--- src/rtl/flex_fifo.sv ---
// flex_fifo: single-clock FIFO using the full 2**ADDR_WIDTH capacity, with an
// occupancy count, registered status flags, sticky overflow/underflow flags and
// a selectable read mode (fall-through or registered read with a valid strobe).
//
// Handshake: push and pop are requests, not valid/ready pairs. A pop is
// accepted when the FIFO is not empty. A push is accepted when the FIFO is not
// full, or when it is full but a pop is accepted in the same cycle. A rejected
// request changes no state except the matching sticky error flag. rd_valid
// qualifies rd_data. With FWFT=1 it is high whenever a word is presented. With
// FWFT=0 it is high for exactly the one cycle after each accepted pop.
module flex_fifo #(
    parameter int ADDR_WIDTH             = 4,
    parameter int DATA_WIDTH             = 8,
    parameter bit FWFT                   = 1'b1,
    parameter int ALMOST_FULL_THRESHOLD  = (2 ** ADDR_WIDTH) - 4,
    parameter int ALMOST_EMPTY_THRESHOLD = 1
) (
    input  logic                  clk,
    input  logic                  rst,
    input  logic                  clear,
    input  logic                  push,
    input  logic [DATA_WIDTH-1:0] wr_data,
    input  logic                  pop,
    output logic [DATA_WIDTH-1:0] rd_data,
    output logic                  rd_valid,
    output logic                  empty,
    output logic                  full,
    output logic                  almost_empty,
    output logic                  almost_full,
    output logic [ADDR_WIDTH:0]   count,
    output logic                  overflow,
    output logic                  underflow
);

    localparam int DEPTH = 2 ** ADDR_WIDTH;
    localparam logic [ADDR_WIDTH:0] DEPTH_C = (ADDR_WIDTH + 1)'(DEPTH);
    localparam logic [ADDR_WIDTH:0] AF_C    = (ADDR_WIDTH + 1)'(ALMOST_FULL_THRESHOLD);
    localparam logic [ADDR_WIDTH:0] AE_C    = (ADDR_WIDTH + 1)'(ALMOST_EMPTY_THRESHOLD);

    logic [DATA_WIDTH-1:0] mem [DEPTH];

    logic [ADDR_WIDTH-1:0] wr_ptr_q, wr_ptr_d;
    logic [ADDR_WIDTH-1:0] rd_ptr_q, rd_ptr_d;
    logic [ADDR_WIDTH:0]   count_q, count_d;
    logic                  empty_q, empty_d;
    logic                  full_q, full_d;
    logic                  almost_empty_q, almost_empty_d;
    logic                  almost_full_q, almost_full_d;
    logic                  overflow_q, overflow_d;
    logic                  underflow_q, underflow_d;
    logic                  rd_valid_q, rd_valid_d;
    logic [DATA_WIDTH-1:0] rd_data_q, rd_data_d;

    logic                  flush;
    logic                  pop_acc;
    logic                  push_acc;

    // Acceptance and next-state; flags derive from the next count so they match count every cycle.
    always_comb begin
        flush    = rst || clear;
        pop_acc  = pop && !empty_q;
        push_acc = push && (!full_q || pop_acc);

        wr_ptr_d       = wr_ptr_q + ADDR_WIDTH'(push_acc);
        rd_ptr_d       = rd_ptr_q + ADDR_WIDTH'(pop_acc);
        count_d        = count_q + (ADDR_WIDTH + 1)'(push_acc) - (ADDR_WIDTH + 1)'(pop_acc);
        empty_d        = (count_d == '0);
        full_d         = (count_d == DEPTH_C);
        almost_empty_d = (count_d <= AE_C);
        almost_full_d  = (count_d >= AF_C);
        overflow_d     = overflow_q || (push && !push_acc);
        underflow_d    = underflow_q || (pop && !pop_acc);
        rd_valid_d     = pop_acc;
        rd_data_d      = pop_acc ? mem[rd_ptr_q] : rd_data_q;
    end

    // Control and status registers; rst and clear both flush and override any request.
    always_ff @(posedge clk) begin
        if (rst || clear) begin
            wr_ptr_q       <= '0;
            rd_ptr_q       <= '0;
            count_q        <= '0;
            empty_q        <= 1'b1;
            full_q         <= 1'b0;
            almost_empty_q <= 1'b1;
            almost_full_q  <= 1'b0;
            overflow_q     <= 1'b0;
            underflow_q    <= 1'b0;
            rd_valid_q     <= 1'b0;
            rd_data_q      <= '0;
        end else begin
            wr_ptr_q       <= wr_ptr_d;
            rd_ptr_q       <= rd_ptr_d;
            count_q        <= count_d;
            empty_q        <= empty_d;
            full_q         <= full_d;
            almost_empty_q <= almost_empty_d;
            almost_full_q  <= almost_full_d;
            overflow_q     <= overflow_d;
            underflow_q    <= underflow_d;
            rd_valid_q     <= rd_valid_d;
            rd_data_q      <= rd_data_d;
        end
    end

    // Storage array; not reset, and a push coinciding with a flush is dropped.
    always_ff @(posedge clk) begin
        if (push_acc && !flush) begin
            mem[wr_ptr_q] <= wr_data;
        end
    end

    // Output mapping; fall-through mode presents the head entry directly.
    always_comb begin
        rd_data      = FWFT ? mem[rd_ptr_q] : rd_data_q;
        rd_valid     = FWFT ? !empty_q : rd_valid_q;
        empty        = empty_q;
        full         = full_q;
        almost_empty = almost_empty_q;
        almost_full  = almost_full_q;
        count        = count_q;
        overflow     = overflow_q;
        underflow    = underflow_q;
    end

endmodule

--- config.mk ---
export PLATFORM = sky130hd
export DESIGN_NAME = flex_fifo
export DESIGN_NICKNAME = d
export VERILOG_FILES = /design/src/rtl/flex_fifo.sv
export SDC_FILE = /design/constraint.sdc
export NUM_CORES = 1
export LEC_CHECK = 0
export ABC_AREA = 1
export ABC_CLOCK_PERIOD_IN_PS = 2390
export CORE_MARGIN = 2
export CORE_UTILIZATION = 40
export DETAILED_ROUTE_END_ITERATION = 6
export SYNTH_ARGS = -nofsm -noshare
export SYNTH_HDL_FRONTEND = slang
export SYNTH_SLANG_ARGS = --single-unit
--- constraint.sdc ---
create_clock -name clk -period 2.39 [get_ports clk]
set_input_delay 0.239 -clock clk [delete_from_list [all_inputs] [get_ports clk]]
set_output_delay 0.239 -clock clk [all_outputs]
set_load 0.01 [all_outputs]
Word-level counts from Yosys, hierarchy flattened
Memory sizes are Yosys's and may differ from the RTL's. A register that Yosys moved wholly into a read port is not among the register bits.
Index checks and enable logic that the tools add are counted.

storage, ports and cells
  register bits = 19
  memory bits (writable) = 128
  input port bits = 13
  output and inout port bits = 20
  memories kept = 1

memory list
  memory  depth  bits a word  rd ports  clocked after Yosys merged registers in  wr ports  RTL line  source
  mem     16     8            1         1                                        1         40        logic [DATA_WIDTH-1:0] mem [DEPTH];

cells by class
  $add $sub $neg = 4
  order comparisons = 2
  eq/ne operators = 1
  mux-type cells = 3
  reduce and logical (&&, ||, !) cells = 15

operators with widths
  kind                                                             number
  adder 4 x 1 -> 4 bit                                             2
  adder 5 x 1 -> 5 bit                                             1
  equality test 5 bit (second input constant)                      1
  >= comparator 5 x 4 -> 1 bit (second input constant)             1
  less-or-equal comparator 5 x 1 -> 1 bit (second input constant)  1
  logical AND 1 bit                                                5
  logical NOT 1 bit                                                5
  logical NOT 5 bit                                                1
  subtractor 5 x 1 -> 5 bit                                        1
  logical OR 1 bit                                                 4
  2-to-1 mux 4 bit                                                 1
  2-to-1 mux 1 bit                                                 2

Longest topological paths before layout
Gate-level depths: netlist of run 1.

  depth in word-level cells = 7
  depth in mapped cells = 15

Worst setup path before layout of run 1
Ideal clock, no wire load.

  kind = register to register
  from = register empty_q, in the netlist empty
  to = register almost_full_q, in the netlist almost_full
  arrival = 2222 ps
  data required time = 2266 ps
  path slack = 44 ps
  stages on the path, launching flop included = 15
  clock period less this slack = 2346 ps
  cells stage by stage = dfxtp_1 > inv_1 > a21oi_1 > nor2_1 > inv_1 > ha_1 > inv_1 > ha_1 > inv_1 > fa_1 > nand3b_1 > nand2_1 > nand2_1 > nand3_1 > o21ai_0

on the way
  cells in the longest elaborated chain, start to end = 7

ends and longest elaborated chain
  what                              RTL line  source
  start, declared                   45        logic empty_q, empty_d;
  start signal, assigned            95        empty_q <= empty_d;
  logical NOT 1 bit (*)             -
  via rd_valid                      25        output logic rd_valid,
  logical AND 1 bit (*)             61        pop_acc = pop && !empty_q;
  logical OR 1 bit                  62        push_acc = push && (!full_q || pop_acc);
  logical AND 1 bit                 62
  adder 5 x 1 -> 5 bit              66        count_d = count_q + (ADDR_WIDTH + 1)'(push_acc) - (ADDR_WIDTH + 1)'(pop_acc);
  subtractor 5 x 1 -> 5 bit (*)     66
  >= comparator 5 x 4 -> 1 bit (*)  70        almost_full_d = (count_d >= AF_C);
  end signal, assigned              98        almost_full_q <= almost_full_d;
  end, declared                     48        logic almost_full_q, almost_full_d;

The timed path passes the listed nets; every way through them passes the cells marked *.
A chain may end at the register's enable or synchronous reset.

Final worst setup path of run 1
  from = register empty_q, in the netlist empty
  to = register almost_full_q, in the netlist almost_full

on the way
  cells in the longest elaborated chain, start to end = 7

ends and longest elaborated chain
  what                              RTL line
  logical NOT 1 bit (*)             61
  logical AND 1 bit (*)             61
  logical OR 1 bit                  62
  logical AND 1 bit                 62
  adder 5 x 1 -> 5 bit              66
  subtractor 5 x 1 -> 5 bit (*)     66
  >= comparator 5 x 4 -> 1 bit (*)  70

Every way passes the cells marked *; elsewhere a longest branch is shown, timed or not.

==> results of run 1 <==
## Yosys cell counts, types with 3 or more instances
library cell,number
nor2_1,33
nand3_1,103
ha_1,9
inv_2,3
o21ai_0,4
inv_1,125
a21oi_1,5
edfxtp_1,128
buf_2,20
xnor2_1,3
nand2_1,190
dfxtp_1,19
## sequential cells by signal (all words and copies together), names as in the netlist
signal / flops
mem: 128
count: 5
rd_ptr_q: 4
wr_ptr_q: 4
almost_empty: 1
almost_full: 1
empty: 1
full: 1
overflow: 1
underflow: 1
## where the power goes
part	switching, mW	internal (mW)	leakage (nW)	total (mW)
registers	0.0177	2.81	1.31	2.83
clock network	0.983	1.76	0.315	2.74
logic	0.213	0.149	1.88	0.361
## cells by family (layout without fill, tap and decap cells)
family,Yosys count,count (layout),synth area share
fa+ha+maj,10,10,0.0205
compound gates,9,9,0.00697
simple gates,334,334,0.221
xor+xnor,3,3,0.00406
buf+inv,154,232,0.0944
flops,147,147,0.653
## routing by layer
metal / track usage / up-vias / part of all wire
met5: 0 / - / 0
met4: 0.0809 / 0 / 0.027
met3: 0.0459 / 25 / 0.043
met2: 0.292 / 102 / 0.49
met1: 0.221 / 2113 / 0.43
li1: - / 2224 / -
## worst min-delay path: stages
cell and delay [ps]:
clkdlybuf4s50_1 420, nand2_1 80, a21oi_1 50
## cell type report
class	count	area share
Sequential cell	147	0.528
Multi-Input combinational cell	356	0.205
Timing Repair Buffer	71	0.0924
Clock buffer	27	0.0720
Inverter	129	0.0623
Tap cell	216	0.0337
Clock inverter	5	0.00687
## metrics by stage
step / worst slack, ps / utilization / total power [mW] / TNS, ps
5_1_grt: 14.7 / 0.506 / 6.12 / 0
3_5_place_dp: -245 / 0.454 / 3.24 / -936
4_1_cts: -20.6 / 0.495 / 5.96 / -35.5
6_report: 196 / 0.506 / 5.93 / 0
2_1_floorplan: 44.2 / - / 3.06 / 0
3_3_place_gp: -131 / 0.454 / 3.23 / -491
## worst paths after layout
| kind | start | cells after the start | end | slack (ps) |
|---|---|---|---|---|
| min reg2reg | overflow | 2 | overflow | 460 |
| max | empty | 14 | almost_full | 200 |
| min | push | 3 | overflow | 410 |
| max reg2reg | empty | 14 | almost_full | 200 |
## repair_timing
item / in CTS / in global routing
gates resized for setup: 3 / 27
setup endpoints to repair: 8 / 13
cloned: 0 / 1
buffers inserted: 0 / 5
==> impl_metrics.yaml, run 1 <==
sta:
  clock_skew_ps: 5.65
  setup_violations: 0
  max_freq_ghz: 0.456
  worst_pin_slew_ps: 789
  rsz0062_at_grt: "false"
  fin_hold_ws_ps: 412
  finalMaxSlewViolations: 0
  max_slew_margin: 0.472
  finalCritPeriodShare: 0.918
  finalCriticalPeriod_ps: 2190
  hold_violations: 0
cells_and_area:
  n_fill_cell: 1428
  layout_commonest_cell: "nand2_1"
  mostFrequentLayoutCells: "190 x nand2_1, 128 x edfxtp_1, 124 x inv_1, 102 x nand3_1, 32 x nor2_1"
  seq_area_um2: 4230
  syn_to_final_growth_pct: 24.0
  drive_gt1_frac: 0.117
  diodes: 0
  final_design_area_no_fill_um2: 8020
  layout.nets: 745
  instances_no_fill: 951
  multiInputGateArea_um2: 1640
power:
  p_leak_nw: 3.50
  ir_drop_mv: 0.503
  power_density_nw_per_um2: 740
detailed_routing:
  dr_total_vias: 4464
  wirelength_um: 14600
  route.detailed.wl_per_inst_um: 15.3
  vias_per_cell: 4.69
  drt_pass1_iterations: 5
  drtIter0Drc: 315
  ant_nets: 0
  route.detailed.drc: 0
logic_synthesis:
  ys_async_sr_fraction: 0
  synth_nets: 680
  yosys.area.top_type_share: 0.595
  synth_area_leaders: "edfxtp_1 59%, nand2_1 11%, nand3_1 8.0%, inv_1 7.3%, dfxtp_1 5.9%"
  syn_area_um2: 6460
  syn_inst: 657
  yosysWarningCount: 0
  synth_flop_cell: "edfxtp_1"
  ys_seq_area_frac: 0.653
  synth_edf_count: 128
  synth.distinct_cells: 23
  ys_ff_latch: 147
  synth_area_leader_cell: "edfxtp_1"
  syn_area_per_cell_um2: 9.84
placed_design:
  place_area_um2: 7190
  dp.cells: 913
  dpl.hpwl_um: 9180
  place.gp.congestion: 0.845
  io_buffers: 32
setup_path:
  path_delay_family: "adder cells"
  criticalPathCategory: "flop to flop"
  path_common_cell: "inv_1"
  start_kind: "flop"
  worstPathArrival_ps: 2490
  crit_required_ps: 2690
  critPathBufInv: 4
  path_cells: "inv_1 -> a21oi_2 -> nor2_2 -> inv_1 -> ha_1 -> inv_1 -> ha_1 -> inv_1 -> fa_2 -> nand3b_1 -> nand2_1 -> nand2_1 -> nand3_1 -> o21ai_0"
  cp_max_fo: 4
  end_kind: "flop"
  critPathSlowestCell: "dfxtp_2"
  critPathMaxStageDelay_ps: 360
clock_tree:
  cts_tree: "yes"
  clkLatencyLatePin_ps: 420
  cts.clk_slew.worst_paths_ps: 60
  cts_inserted_buffers: 17
  htree_levels: 4
  cts_buffer_depth: 2
  root_buffer: "clkbuf_16"
  cts_hold_buf: 0
  cts.sinks: 147
floorplanning:
  die_x_um: 131
  die_area_um2: 17200
  ios: 33
  start_util: 0.408
  floorplan.die.height_um: 131
  rows: 46
  coreArea_um2: 15800
grt:
  grt_usage: 0.177
  antenna_found_initial: 0
  grt_pass1_wl_um: 23200
  grt_remaining_overflow: 0
  first_global_vias: 4430
  grt_max_degree: 33
worst_hold_path:
  holdCritPathClass: "input pin to flop"
flow_run:
  max_cap_violations: 0
outcome:
  status: "finished, final reports clean"
No activity file was read; power rests on OpenSTA's default activity.
==> run 2, diff against run 1 <==
--- a/config.mk
+++ b/config.mk
@@ -6,10 +6,12 @@
 export NUM_CORES = 1
 export LEC_CHECK = 0
 export ABC_AREA = 1
-export ABC_CLOCK_PERIOD_IN_PS = 2390
+export ABC_CLOCK_PERIOD_IN_PS = 1910
 export CORE_MARGIN = 2
-export CORE_UTILIZATION = 40
+export CORE_UTILIZATION = 54
 export DETAILED_ROUTE_END_ITERATION = 6
+export GPL_TIMING_DRIVEN = 0
+export PLACE_DENSITY = 0.76
 export SYNTH_ARGS = -nofsm -noshare
 export SYNTH_HDL_FRONTEND = slang
 export SYNTH_SLANG_ARGS = --single-unit
==> constraint.sdc (replaced) <==
create_clock -name clk -period 1.91 [get_ports clk]
set_input_delay 0.191 -clock clk [delete_from_list [all_inputs] [get_ports clk]]
set_output_delay 0.191 -clock clk [all_outputs]
set_load 0.01 [all_outputs]
==> impl_metrics.yaml, run 2 (synthesis gave the netlist of run 1 again) <==
outcome:
  status: "finished, violations left"
  violations: "negative setup slack"
grt:
  grt_pass1_wl_um: 26600
  grt_usage: 0.285
  antenna_found_initial: 0
  grt_remaining_overflow: 0
  first_global_vias: 4815
  grt_max_degree: 17
sta:
  rsz0062_at_grt: "true"
  finalCritPeriodShare: 1.15
  clock_skew_ps: 11.2
  worst_slack_ps: -288
  fin_tns_setup_ps: -1710
  setup_violations: 13
  worst_pin_slew_ps: 841
  finalCriticalPeriod_ps: 2200
  max_slew_margin: 0.437
  fin_hold_ws_ps: 344
  max_freq_ghz: 0.455
  finalMaxSlewViolations: 0
  hold_violations: 0
setup_path:
  endpoint: "full"
  cp-startpoint: "empty"
  r2r_slack_ps: -290
  rr_endpoint: "full"
  rr_worst_depth: 11
  worstPathArrival_ps: 2560
  criticalPathCategory: "flop to flop"
  cp_max_fo: 3
  crit_required_ps: 2280
  start_kind: "flop"
  rr_startpoint: "empty"
  end_kind: "flop"
detailed_routing:
  vias_per_cell: 5.58
  route.detailed.wl_per_inst_um: 20.4
  dr_total_vias: 4926
  drtIter0Drc: 486
  ant_nets: 0
  drt_pass1_iterations: 6
  wirelength_um: 18000
  route.detailed.drc: 0
cells_and_area:
  diodes: 0
  layout.nets: 750
  top_register: "mem"
  mostFrequentLayoutCells: "135 x nand2_1, 128 x edfxtp_1, 121 x inv_1, 69 x nand3_2, 39 x nand2_2"
  finish.utilization: 0.757
  final_design_area_no_fill_um2: 8760
  drive_gt1_frac: 0.338
  instances_no_fill: 883
  syn_to_final_growth_pct: 35.4
  n_fill_cell: 740
  largest_register_ffs: 128
  layout_commonest_cell: "nand2_1"
clock_tree:
  cts_hold_buf: 0
  htree_levels: 4
  clkLatencyLatePin_ps: 430
  cts_inserted_buffers: 17
  cts.clk_slew.worst_paths_ps: 70
  cts_buffer_depth: 2
  root_buffer: "clkbuf_16"
  cts_tree: "yes"
  cts.sinks: 147
placed_design:
  dp.cells: 832
  dpl.hpwl_um: 10700
  place.gp.congestion: 0.890
  io_buffers: 32
  place_area_um2: 6990
  pre_cts_ws_ps: -713
floorplanning:
  die_x_um: 113
  coreArea_um2: 11600
  die_area_um2: 12900
  floorplan.die.height_um: 113
  rows: 39
  start_util: 0.559
  ios: 33
flow_run:
  max_cap_violations: 0
power:
  p_total_mw: 7.25
  p_leak_nw: 3.74
  ir_drop_mv: 0.639
  power_density_nw_per_um2: 828
worst_hold_path:
  holdCritPathClass: "input pin to flop"
## run 2: how the worst min path moves through the flow
stage / startpoint / depth (start not counted) / end / slack, ps
2_1_floorplan: wr_data[0] / 0 / mem[0][0] / 290
3_3_place_gp: overflow / 2 / overflow / 440
3_5_place_dp: overflow / 2 / overflow / 460
4_1_cts: push / 3 / overflow / 350
5_1_grt: push / 3 / overflow / 370
6_report: push / 3 / overflow / 340
## run 2: repair_timing
item / 4_1_cts / 5_1_grt
setup endpoints to repair: 135 / 82
setup buffers: 13 / 3
resized for setup: 162 / 137
gates cloned: 5 / 2
pin swaps: 52 / 56
## run 2: layer usage
layer	wire length (um)	GRT usage	vias to the layer above
met3	1300	0.0749	42
met2	9040	0.463	244
met5	0	0	-
met4	524	0.120	0
li1	-	-	2257
met1	7130	0.366	2383
## run 2: report_power, final
part           switching (mW)  total [mW]  internal [mW]  leakage, nW
clock                    1.40        3.09           1.69        0.263
combinational           0.357       0.616          0.259         2.17
sequential             0.0219        3.54           3.52         1.31
total                    1.78        7.25           5.47         3.74
## run 2: worst max-delay path: stages, from the launching register on
cell and delay (ps):
dfxtp_4 350, buf_4 140, nor2_1 150, ha_1 250, inv_1 60, ha_2 180
inv_2 40, fa_2 550, nand2_1 80, nor2_2 150, nand2_1 80, nor2_2 100
## run 2: layout make-up
class	count	area [um^2]	share of cell area
Buffer	24	284	0.0324
Clock buffer	17	425	0.0486
Clock inverter	15	123	0.0140
Inverter	129	504	0.0576
Multi-Input combinational cell	356	2390	0.273
Sequential cell	147	4230	0.483
Tap cell	143	179	0.0204
Timing Repair Buffer	52	618	0.0706
==> run 3, diff against run 2 <==
--- a/config.mk
+++ b/config.mk
@@ -8,10 +8,11 @@
 export ABC_AREA = 1
 export ABC_CLOCK_PERIOD_IN_PS = 1910
 export CORE_MARGIN = 2
-export CORE_UTILIZATION = 54
+export CORE_UTILIZATION = 56
+export CTS_BUF_LIST = sky130_fd_sc_hd__clkbuf_8
 export DETAILED_ROUTE_END_ITERATION = 6
 export GPL_TIMING_DRIVEN = 0
-export PLACE_DENSITY = 0.76
+export PLACE_DENSITY = 0.78
 export SYNTH_ARGS = -nofsm -noshare
 export SYNTH_HDL_FRONTEND = slang
 export SYNTH_SLANG_ARGS = --single-unit
==> impl_metrics.yaml, run 3 (synthesis gave the netlist of run 1 again) <==
sta:
  rsz0062_at_grt: "true"
  clock_skew_ps: 19.4
  fin_tns_setup_ps: -2330
  finalCritPeriodShare: 1.17
  worst_slack_ps: -330
  finalCriticalPeriod_ps: 2240
  finalMaxSlewViolations: 0
  worst_pin_slew_ps: 897
  setup_violations: 17
  max_freq_ghz: 0.447
  max_slew_margin: 0.400
  fin_hold_ws_ps: 323
  hold_violations: 0
clock_tree:
  cts_buffer_depth: 2
  clkLatencyLatePin_ps: 470
  cts_inserted_buffers: 17
  cts.sinks: 147
  htree_levels: 4
  cts.clk_slew.worst_paths_ps: 80
  cts_tree: "yes"
  root_buffer: "clkbuf_8"
  cts_hold_buf: 0
power:
  ir_drop_mv: 0.705
  p_leak_nw: 3.72
  power_density_nw_per_um2: 775
  p_total_mw: 6.81
cells_and_area:
  largest_register_ffs: 128
  layout_commonest_cell: "nand2_1"
  layout.nets: 763
  final_design_area_no_fill_um2: 8780
  top_register: "mem"
  drive_gt1_frac: 0.309
  mostFrequentLayoutCells: "148 x nand2_1, 128 x edfxtp_1, 122 x inv_1, 54 x nand3_2, 46 x nand3_1"
  syn_to_final_growth_pct: 35.8
  diodes: 0
floorplanning:
  ios: 33
  start_util: 0.571
  coreArea_um2: 11300
  die_x_um: 111
  rows: 39
  die_area_um2: 12400
  floorplan.die.height_um: 111
placed_design:
  place.gp.congestion: 0.898
  dpl.hpwl_um: 10400
  io_buffers: 32
  place_area_um2: 6990
grt:
  grtUsageMet3: 0.0773
  grt_max_degree: 17
  first_global_vias: 4938
  grt_pass1_wl_um: 27100
  grt_remaining_overflow: 0
  grt_usage: 0.294
  busiest_layer: "met2"
  antenna_found_initial: 0
  grtUsageMet1: 0.371
  globalRouteMet2Util: 0.487
setup_path:
  crit_required_ps: 2260
  criticalPathCategory: "flop to flop"
  cp_max_fo: 3
  start_kind: "flop"
  end_kind: "flop"
  worstPathArrival_ps: 2580
detailed_routing:
  drt_pass1_iterations: 7
  vias_per_cell: 5.76
  drtIter0Drc: 686
  route.detailed.drc: 0
  route.detailed.wl_per_inst_um: 22.2
  dr_total_vias: 5157
  ant_nets: 0
  wirelength_um: 19900
flow_run:
  max_cap_violations: 0
outcome:
  status: "finished, violations left"
  violations: "negative setup slack"
worst_hold_path:
  holdCritPathClass: "input pin to flop"
==> run 3: final timing paths <==
check,from,endpoint,slack [ps],cells after the start
max,empty,almost_full,-330,14
min,push,overflow,320,3
max reg2reg,empty,almost_full,-330,14
min reg2reg,overflow,overflow,460,2
==> run 3: cell type report <==
cell class	count	area, um^2
Clock buffer	18	248
Clock inverter	14	188
Timing Repair inverter	1	11.3
Fill cell	683	2540
Sequential cell	147	4230
Multi-Input combinational cell	356	2260
Tap cell	143	179
Timing Repair Buffer	63	803
Buffer	25	340
Inverter	129	517
==> run 3: where the power goes <==
part,switching [mW],internal [mW]
sequential,0.0226,3.51
combinational,0.347,0.262
clock,1.21,1.45
==> run 3: per-stage QoR <==
step / worst slack [ps] / utilization / instances
6_report: -330 / 0.776 / 896
5_1_grt: -444 / 0.776 / 896
4_1_cts: -259 / 0.713 / 882
3_5_place_dp: -675 / 0.617 / 832
3_3_place_gp: -616 / 0.617 / 832
2_1_floorplan: -143 / - / 657
==> run 3: what timing repair did <==
item	CTS	global route
hold endpoints to repair	0	0
gates cloned	7	3
buffers inserted	11	11
resized for setup	158	117
setup endpoints to repair	87	131
pin swaps	21	51
==> run 3: layer usage <==
layer / part of all wire / vias to the layer above / wire, um
li1: - / 2273 / -
met1: 0.35 / 2429 / 7060
met2: 0.49 / 370 / 9800
met3: 0.10 / 85 / 2080
met4: 0.047 / 0 / 941
met5: 0 / - / 0
==> run 3: critical path, cell delays in order (launching register included) <==
cell      delay, ps
dfxtp_4         370
inv_4            60
a21oi_4          50
nor2_2          130
inv_1            60
ha_1            260
inv_1            60
ha_2            170
inv_2            40
fa_2            380
nand3b_1        220
nand2_1         100
nand2_2          70
nand3_2          90
o21ai_2          60
